File: src/rtl/alarm_sequencer.sv
// Alarm-clock control FSM: time/alarm set-up, alarm match, ring/snooze/timeout.
// Optional build macro SNOOZE_LIMIT_EN caps snoozes per alarm event at MAX_SNOOZE.
module alarm_sequencer #(
    parameter int W            = 2,
    parameter int RING_TICKS   = 8,
    parameter int SNOOZE_TICKS = 4,
    parameter int MAX_SNOOZE   = 3
) (
    input  logic         clk,
    input  logic         reset,
    input  logic         tick,
    input  logic [W-1:0] cur_hours,
    input  logic [W-1:0] cur_minutes,
    input  logic [W-1:0] cur_seconds,
    input  logic         btn_mode,
    input  logic         btn_inc,
    input  logic         btn_arm,
    input  logic         btn_snooze,
    input  logic         btn_stop,
    output logic         load,
    output logic [W-1:0] preset_hours,
    output logic [W-1:0] preset_minutes,
    output logic [W-1:0] alarm_hours,
    output logic [W-1:0] alarm_minutes,
    output logic         armed,
    output logic         buzzer,
    output logic [2:0]   mode
);
    localparam int RCW = $clog2(RING_TICKS + 1);
    localparam int SCW = $clog2(SNOOZE_TICKS + 1);

    typedef enum logic [2:0] {
        RUN = 3'd0, SET_TH = 3'd1, SET_TM = 3'd2, SET_AH = 3'd3,
        SET_AM = 3'd4, RINGING = 3'd5, SNOOZE = 3'd6
    } state_t;

    state_t         state_q, state_d;
    logic [W-1:0]   edit_h_q, edit_h_d, edit_m_q, edit_m_d;
    logic [W-1:0]   alarm_h_q, alarm_h_d, alarm_m_q, alarm_m_d;
    logic [W-1:0]   preset_h_q, preset_h_d, preset_m_q, preset_m_d;
    logic           armed_q, armed_d, load_q, load_d, match_q, match_d;
    logic [RCW-1:0] ring_cnt_q, ring_cnt_d;
    logic [SCW-1:0] snz_cnt_q, snz_cnt_d;
    logic           match, fire, snooze_limit_hit;

`ifdef SNOOZE_LIMIT_EN
    localparam int TCW = $clog2(MAX_SNOOZE + 1);
    logic [TCW-1:0] snz_taken_q, snz_taken_d;
    assign snooze_limit_hit = (snz_taken_q == TCW'(MAX_SNOOZE));
`else
    // Unlimited snoozes: the cap never engages in this build.
    assign snooze_limit_hit = (MAX_SNOOZE < 0);
`endif

    assign match = (cur_hours == alarm_h_q) && (cur_minutes == alarm_m_q) && (cur_seconds == '0);
    assign fire  = match && !match_q && armed_q && (state_q == RUN);

    always_comb begin
        state_d    = state_q;
        edit_h_d   = edit_h_q;
        edit_m_d   = edit_m_q;
        alarm_h_d  = alarm_h_q;
        alarm_m_d  = alarm_m_q;
        preset_h_d = preset_h_q;
        preset_m_d = preset_m_q;
        armed_d    = armed_q;
        load_d     = 1'b0;
        match_d    = match;
        ring_cnt_d = ring_cnt_q;
        snz_cnt_d  = snz_cnt_q;
`ifdef SNOOZE_LIMIT_EN
        snz_taken_d = snz_taken_q;
`endif
        case (state_q)
            RUN: begin
                if (fire) begin
                    state_d    = RINGING;
                    ring_cnt_d = '0;
`ifdef SNOOZE_LIMIT_EN
                    snz_taken_d = '0;
`endif
                end else if (btn_mode) begin
                    state_d  = SET_TH;
                    edit_h_d = cur_hours;
                    edit_m_d = cur_minutes;
                end else if (btn_arm) begin
                    armed_d = !armed_q;
                end
            end
            SET_TH: begin
                if (btn_mode)     state_d  = SET_TM;
                else if (btn_inc) edit_h_d = edit_h_q + W'(1);
            end
            SET_TM: begin
                // Preset is captured separately because the edit regs are reused for the alarm.
                if (btn_mode) begin
                    state_d    = SET_AH;
                    load_d     = 1'b1;
                    preset_h_d = edit_h_q;
                    preset_m_d = edit_m_q;
                    edit_h_d   = alarm_h_q;
                    edit_m_d   = alarm_m_q;
                end else if (btn_inc) begin
                    edit_m_d = edit_m_q + W'(1);
                end
            end
            SET_AH: begin
                if (btn_mode)     state_d  = SET_AM;
                else if (btn_inc) edit_h_d = edit_h_q + W'(1);
            end
            SET_AM: begin
                if (btn_mode) begin
                    state_d   = RUN;
                    alarm_h_d = edit_h_q;
                    alarm_m_d = edit_m_q;
                    armed_d   = 1'b1;
                end else if (btn_inc) begin
                    edit_m_d = edit_m_q + W'(1);
                end
            end
            RINGING: begin
                if (btn_stop || (btn_snooze && snooze_limit_hit)) begin
                    state_d = RUN;
                end else if (btn_snooze) begin
                    state_d   = SNOOZE;
                    snz_cnt_d = SCW'(SNOOZE_TICKS);
`ifdef SNOOZE_LIMIT_EN
                    snz_taken_d = snz_taken_q + TCW'(1);
`endif
                end else if (tick) begin
                    if (ring_cnt_q == RCW'(RING_TICKS - 1)) state_d = RUN;
                    else ring_cnt_d = ring_cnt_q + RCW'(1);
                end
            end
            SNOOZE: begin
                if (btn_stop) begin
                    state_d = RUN;
                end else if (tick) begin
                    if (snz_cnt_q <= SCW'(1)) begin
                        state_d    = RINGING;
                        ring_cnt_d = '0;
                        snz_cnt_d  = '0;
                    end else begin
                        snz_cnt_d = snz_cnt_q - SCW'(1);
                    end
                end
            end
            default: state_d = RUN;
        endcase
    end

    always_ff @(posedge clk or posedge reset) begin
        if (reset) begin
            state_q    <= RUN;
            edit_h_q   <= '0;
            edit_m_q   <= '0;
            alarm_h_q  <= '0;
            alarm_m_q  <= '0;
            preset_h_q <= '0;
            preset_m_q <= '0;
            armed_q    <= 1'b0;
            load_q     <= 1'b0;
            match_q    <= 1'b0;
            ring_cnt_q <= '0;
            snz_cnt_q  <= '0;
`ifdef SNOOZE_LIMIT_EN
            snz_taken_q <= '0;
`endif
        end else begin
            state_q    <= state_d;
            edit_h_q   <= edit_h_d;
            edit_m_q   <= edit_m_d;
            alarm_h_q  <= alarm_h_d;
            alarm_m_q  <= alarm_m_d;
            preset_h_q <= preset_h_d;
            preset_m_q <= preset_m_d;
            armed_q    <= armed_d;
            load_q     <= load_d;
            match_q    <= match_d;
            ring_cnt_q <= ring_cnt_d;
            snz_cnt_q  <= snz_cnt_d;
`ifdef SNOOZE_LIMIT_EN
            snz_taken_q <= snz_taken_d;
`endif
        end
    end

    assign load           = load_q;
    assign preset_hours   = preset_h_q;
    assign preset_minutes = preset_m_q;
    assign alarm_hours    = alarm_h_q;
    assign alarm_minutes  = alarm_m_q;
    assign armed          = armed_q;
    assign buzzer         = (state_q == RINGING);
    assign mode           = state_q;
endmodule

File: config.mk
export PLATFORM = sky130hd
export DESIGN_NAME = alarm_sequencer
export DESIGN_NICKNAME = d
export VERILOG_FILES = /design/src/rtl/alarm_sequencer.sv
export SDC_FILE = /design/constraint.sdc
export NUM_CORES = 1
export LEC_CHECK = 0
export CAP_MARGIN = 20
export CORE_MARGIN = 1.5
export CORE_UTILIZATION = 48
export CTS_CLUSTER_SIZE = 20
export DETAILED_ROUTE_END_ITERATION = 6
export PLACE_DENSITY = 0.76
export SLEW_MARGIN = 15
export SYNTH_ARGS = -nofsm -noshare
export SYNTH_HDL_FRONTEND = slang
export SYNTH_SLANG_ARGS = --single-unit
export TNS_END_PERCENT = 100
File: constraint.sdc
create_clock -name clk -period 1.7 [get_ports clk]
set_clock_uncertainty 0.05 [all_clocks]
set_input_delay 0.17 -clock clk [delete_from_list [all_inputs] [get_ports clk]]
set_output_delay 0.17 -clock clk [all_outputs]
set_load 0.005 [all_outputs]
# Word level (Yosys, flattened, before mapping)
# Cells that the tools add are included.
# totals
regBits,25
output_inout_bits,14
in_bits,14
wordCells,122
# op_classes
mux,48
order_cmp,1
addsub,4
eq_ne,34
reduce_logical,23
# op_table
cell,count
2-to-1 mux 3 bit,18
"!= test 2 bit, second input constant",19
2-to-1 mux 4 bit,8
case mux 3 bit (7 select lines),1
2-to-1 mux 2 bit,10
AND reduction 9 bit,2
case mux 2 bit (3 select lines),2
case mux 4 bit (3 select lines),1
AND reduction 5 bit,2
"equality test 3 bit, second input constant",3
"!= test 3 bit, second input constant",3
nonzero test 3 bit,3
"equality test 3 x 2 -> 1 bit, second input constant",2
2-to-1 mux 1 bit,6
case mux 3 bit (2 select lines),1
AND reduction 6 bit,1
logical AND 1 bit,5
"adder 2 x 1 -> 2 bit, second input constant",2
"adder 4 x 1 -> 4 bit, second input constant",1
equality test 2 bit,2
"equality test 4 x 3 -> 1 bit, second input constant",1
"!= test 4 x 3 -> 1 bit, second input constant",1
"!= test 4 bit, second input constant",1
AND reduction 2 bit,2
11 further kinds,13

# Longest topological paths before layout
# depth
ltp_word,8
ltp_mapped,8
mapped_depth_nobuf,7

# Least setup slack after synthesis
# Ideal clock, no wire load.
# synth_timing
kind,flip-flop to flip-flop
start,reg snz_cnt_q[0]
end,reg state_q[0] (netlist: mode[0])
t_arrival_ns,1.530
synth_period_minus_slack_ns,1.707
path_slack_ns,-0.007
setup_ns,0.127
path_stages_with_launch,7
t_required_ns,1.523
path_buffers,0
cell_sequence,dfrtp_1 > ha_1 > o21bai_1 > a311oi_1 > a21oi_1 > nand2_1 > mux2_1
# synth_between
elab_chain_cells,3
# synth_rtl
item,line_no,source
"start, declared",43,"logic [SCW-1:0] snz_cnt_q, snz_cnt_d;"
"start signal, assigned",181,snz_cnt_q <= snz_cnt_d;
<= comparator 3 x 1 -> 1 bit,139,if (snz_cnt_q <= SCW'(1)) begin
!= test 3 bit (no source line),--,
AND reduction 9 bit (no source line),--,
"end signal, assigned",170,state_q <= state_d;
"end, declared",37,"state_t state_q, state_d;"
# No other way between the ends.
# A chain may end at the register's enable or synchronous reset.

# Worst setup path after layout
# layout_timing
start,reg state_q[2] (netlist: mode[2])
end,reg preset_h_q[0] (netlist: preset_hours[0])
# layout_between
elab_chain_cells,2
# layout_rtl
item,line_no,source
equality test 3 x 2 -> 1 bit,74,case (state_q)
AND reduction 2 bit (no source line),--,
"end signal, assigned",175,preset_h_q <= preset_h_d;
"end, declared",40,"logic [W-1:0] preset_h_q, preset_h_d, preset_m_q, preset_m_d;"
# No other way between the ends.

==> flow_summary.json <==
{
  "cts_buffer_depth": 2,
  "crit_chain": "buf_12 > inv_1 > nand2_1 > nor2_2 > buf_4 > mux2_2",
  "grt-ovfl-total": 0,
  "layout_commonest_cell": "buf_4",
  "cts_tree": "done",
  "p_total_w": 0.00375,
  "fin_crit_sh_pct": 103,
  "maxCapViolCount": 0,
  "slew_viol_final": 0,
  "place_congestion": 0.821,
  "largest_register_ffs": 4,
  "rsz0062_at_grt": "yes",
  "grt_pass1_vias": 1647,
  "viasPerCell": 5.64,
  "dp_hpwl_um": 3250,
  "synth_top_family_by_area": "simple AND/OR/NAND/NOR gates",
  "final_cell_area_sq_mm": 0.00245,
  "fp-row-count": 21,
  "worstPathRequired_ns": 1.87,
  "die_y_um": 61.8,
  "diodes": 0,
  "via_count": 1687,
  "irDropWorstVdd_uv": 745,
  "hold_buffers": 0,
  "worst_pin_slew_ns": 0.328,
  "largest-register": "ring_cnt_q",
  "fmax_mhz": 573,
  "slew_headroom_pct": 78.1,
  "place_ws_ns": -0.228,
  "htree_levels": 1,
  "leakagePower_nw": 1.07,
  "criticalPathCategory": "reg2reg",
  "core_area_sq_mm": 0.00334,
  "cpPeakStageDelay_ns": 0.50,
  "track_usage_pct": 26.3,
  "async_reset_ff_share_pct": 100,
  "start_kind": "register",
  "ys_seq_area_share_pct": 37.7,
  "critical_path_arrival_ns": 1.91,
  "finalNetCount": 271,
  "violations": "negative setup slack",
  "hold_path_class": "in2async",
  "fin_ws_ns": -0.0438,
  "synth_cells": 185,
  "synth_compound_area_share_pct": 21.5,
  "port-buffer-count": 27,
  "synthAdderAreaFrac_pct": 2.26,
  "path_clk_slew_ns": 0.16,
  "synth_flop_cell": "dfrtp_1",
  "antenna_found_initial": 0,
  "crit_start": "mode[2]",
  "muxShareOfSynthArea_pct": 6.72,
  "ant_nets": 0,
  "outcome": "finished, violations left",
  "critPathMaxFanout": 18,
  "grt_pass1_wl_um": 7560,
  "insertion_delay_ns": 0.34,
  "drive_above_1_share_pct": 35.2,
  "synth_xor_area_share_pct": 2.11,
  "placed_area_sq_mm": 0.00218,
  "start_util_pct": 49.7,
  "ioPinCount": 28,
  "cts_buffers": 3,
  "drt_iter0_drc": 111,
  "setup_viol": 8,
  "cp-end-kind": "register",
  "totalWireLength_um": 4960,
  "dieArea_sq_mm": 0.00382,
  "yosys_register_bits": 25,
  "cpMaxStageDelayCell": "dfrtp_2",
  "syn_to_final_growth_pct": 48.0,
  "firstDrtPassIters": 4,
  "synth_fp_nets": 202,
  "syn_area_per_cell_sq_um": 8.96,
  "reg2reg_from": "mode[2]",
  "ys_types": 53,
  "powerDensity_mw_per_mm2": 1530,
  "post_drt_wl_per_cell_um": 16.6,
  "hold_viol_final": 0,
  "synth_area_sq_mm": 0.00166,
  "synthSimpleGateAreaFrac_pct": 23.8,
  "cts_sinks": 25,
  "fin_crit_ns": 1.74,
  "ctsRootBufferMaster": "clkbuf_4",
  "yosysWarnings": 0,
  "die_w_um": 61.8,
  "drc": 0,
  "grt_max_degree": 26,
  "rrSetupSlack_ns": -0.04,
  "layout_common_cells": "buf_4, clkdlybuf4s50_1, dfrtp_1",
  "synth_edf_count": 0
}
[synthesized netlist by cell type, drive strengths merged, types with 2 or more instances]
cell type	number	area [sq um]
a22oi	3	22.5
nor2b	6	40.0
nand3	7	35.0
nor2	11	43.8
nor3b	2	15.0
nor3	4	25.0
inv	9	33.8
xnor2	4	35.0
nand2b	10	62.6
nand2	17	63.8
nand4	2	12.5
dfrtp	25	626
a21oi	13	68.8
o211ai	2	15.0
a31oi	3	18.8
o21ai	17	88.8
buf	8	60.1
nand3b	3	22.5
a21o	3	22.5
mux2	9	101
a32o	2	20.0
ha	3	37.5
o21bai	2	15.0
[per-layer routing]
layer  wire, um  vias up  GRT usage, %  share of wire, %
li1           -      803             -                 -
met1       2130      817          35.2                43
met2       2500       51          45.3                50
met3        221       16          3.93               4.5
met4        104        0          5.78               2.1
met5          0        -             0                 0
[metrics by stage]
step / hold slack, ns / TNS, ns / utilization, % / std cells
2_1_floorplan: 0.147 / -0.00165 / - / 185
3_3_place_gp: 0.439 / -1.40 / 65.4 / 282
3_5_place_dp: 0.444 / -1.89 / 65.4 / 282
4_1_cts: 0.132 / -0.0285 / 70.1 / 296
5_1_grt: 0.179 / -1.10 / 73.5 / 299
6_report: 0.112 / -0.195 / 73.5 / 299
[final timing paths]
kind                                    to  cells after the start
min                                mode[0]                      3
max reg2reg                preset_hours[0]                      6
min reg2reg                preset_hours[0]                      1
max in group asynchronous          mode[2]                      3
max                        preset_hours[0]                      6
min in group clk                   match_q                      4
[area by class of cell]
cell class              count  area [sq um]
multi-input cells         142          1050
fillers                   233           883
repair buffers             73           652
flip-flops and latches     25           629
well taps                  46          57.6
inverters                   9          33.8
clock buffers               3          22.5
clock inverters             1          5.00
[timing repair]
item / 4_1_cts / 5_1_grt
hold endpoints to repair: 0 / 0
gates resized for setup: 16 / 26
setup buffers: 10 / 4
cloned: 0 / 0
pin swaps: 4 / 7
setup endpoints to repair: 13 / 21
[logic make-up after synthesis]
family | count (synthesis)
adder cells (fa/ha/maj) | 3
flip-flops | 25
XOR/XNOR | 4
multiplexers | 10
AO/OA/AOI/OAI | 55
AND/OR/NAND/NOR | 70
buffers and inverters | 18
[where the power goes]
part | switching (W) | internal [W]
sequential | 0.000250 | 0.000821
clock | 0.000190 | 0.0000883
combinational | 0.00109 | 0.00131
total | 0.00153 | 0.00222
[critical path, delay by kind of cell (launching register included)]
kind	cells	cell delay, ns
simple gates	2	0.31
buf+inv	3	0.45
mux	1	0.33
flops	1	0.50
Note: power is estimated with default switching activity, not from simulation.
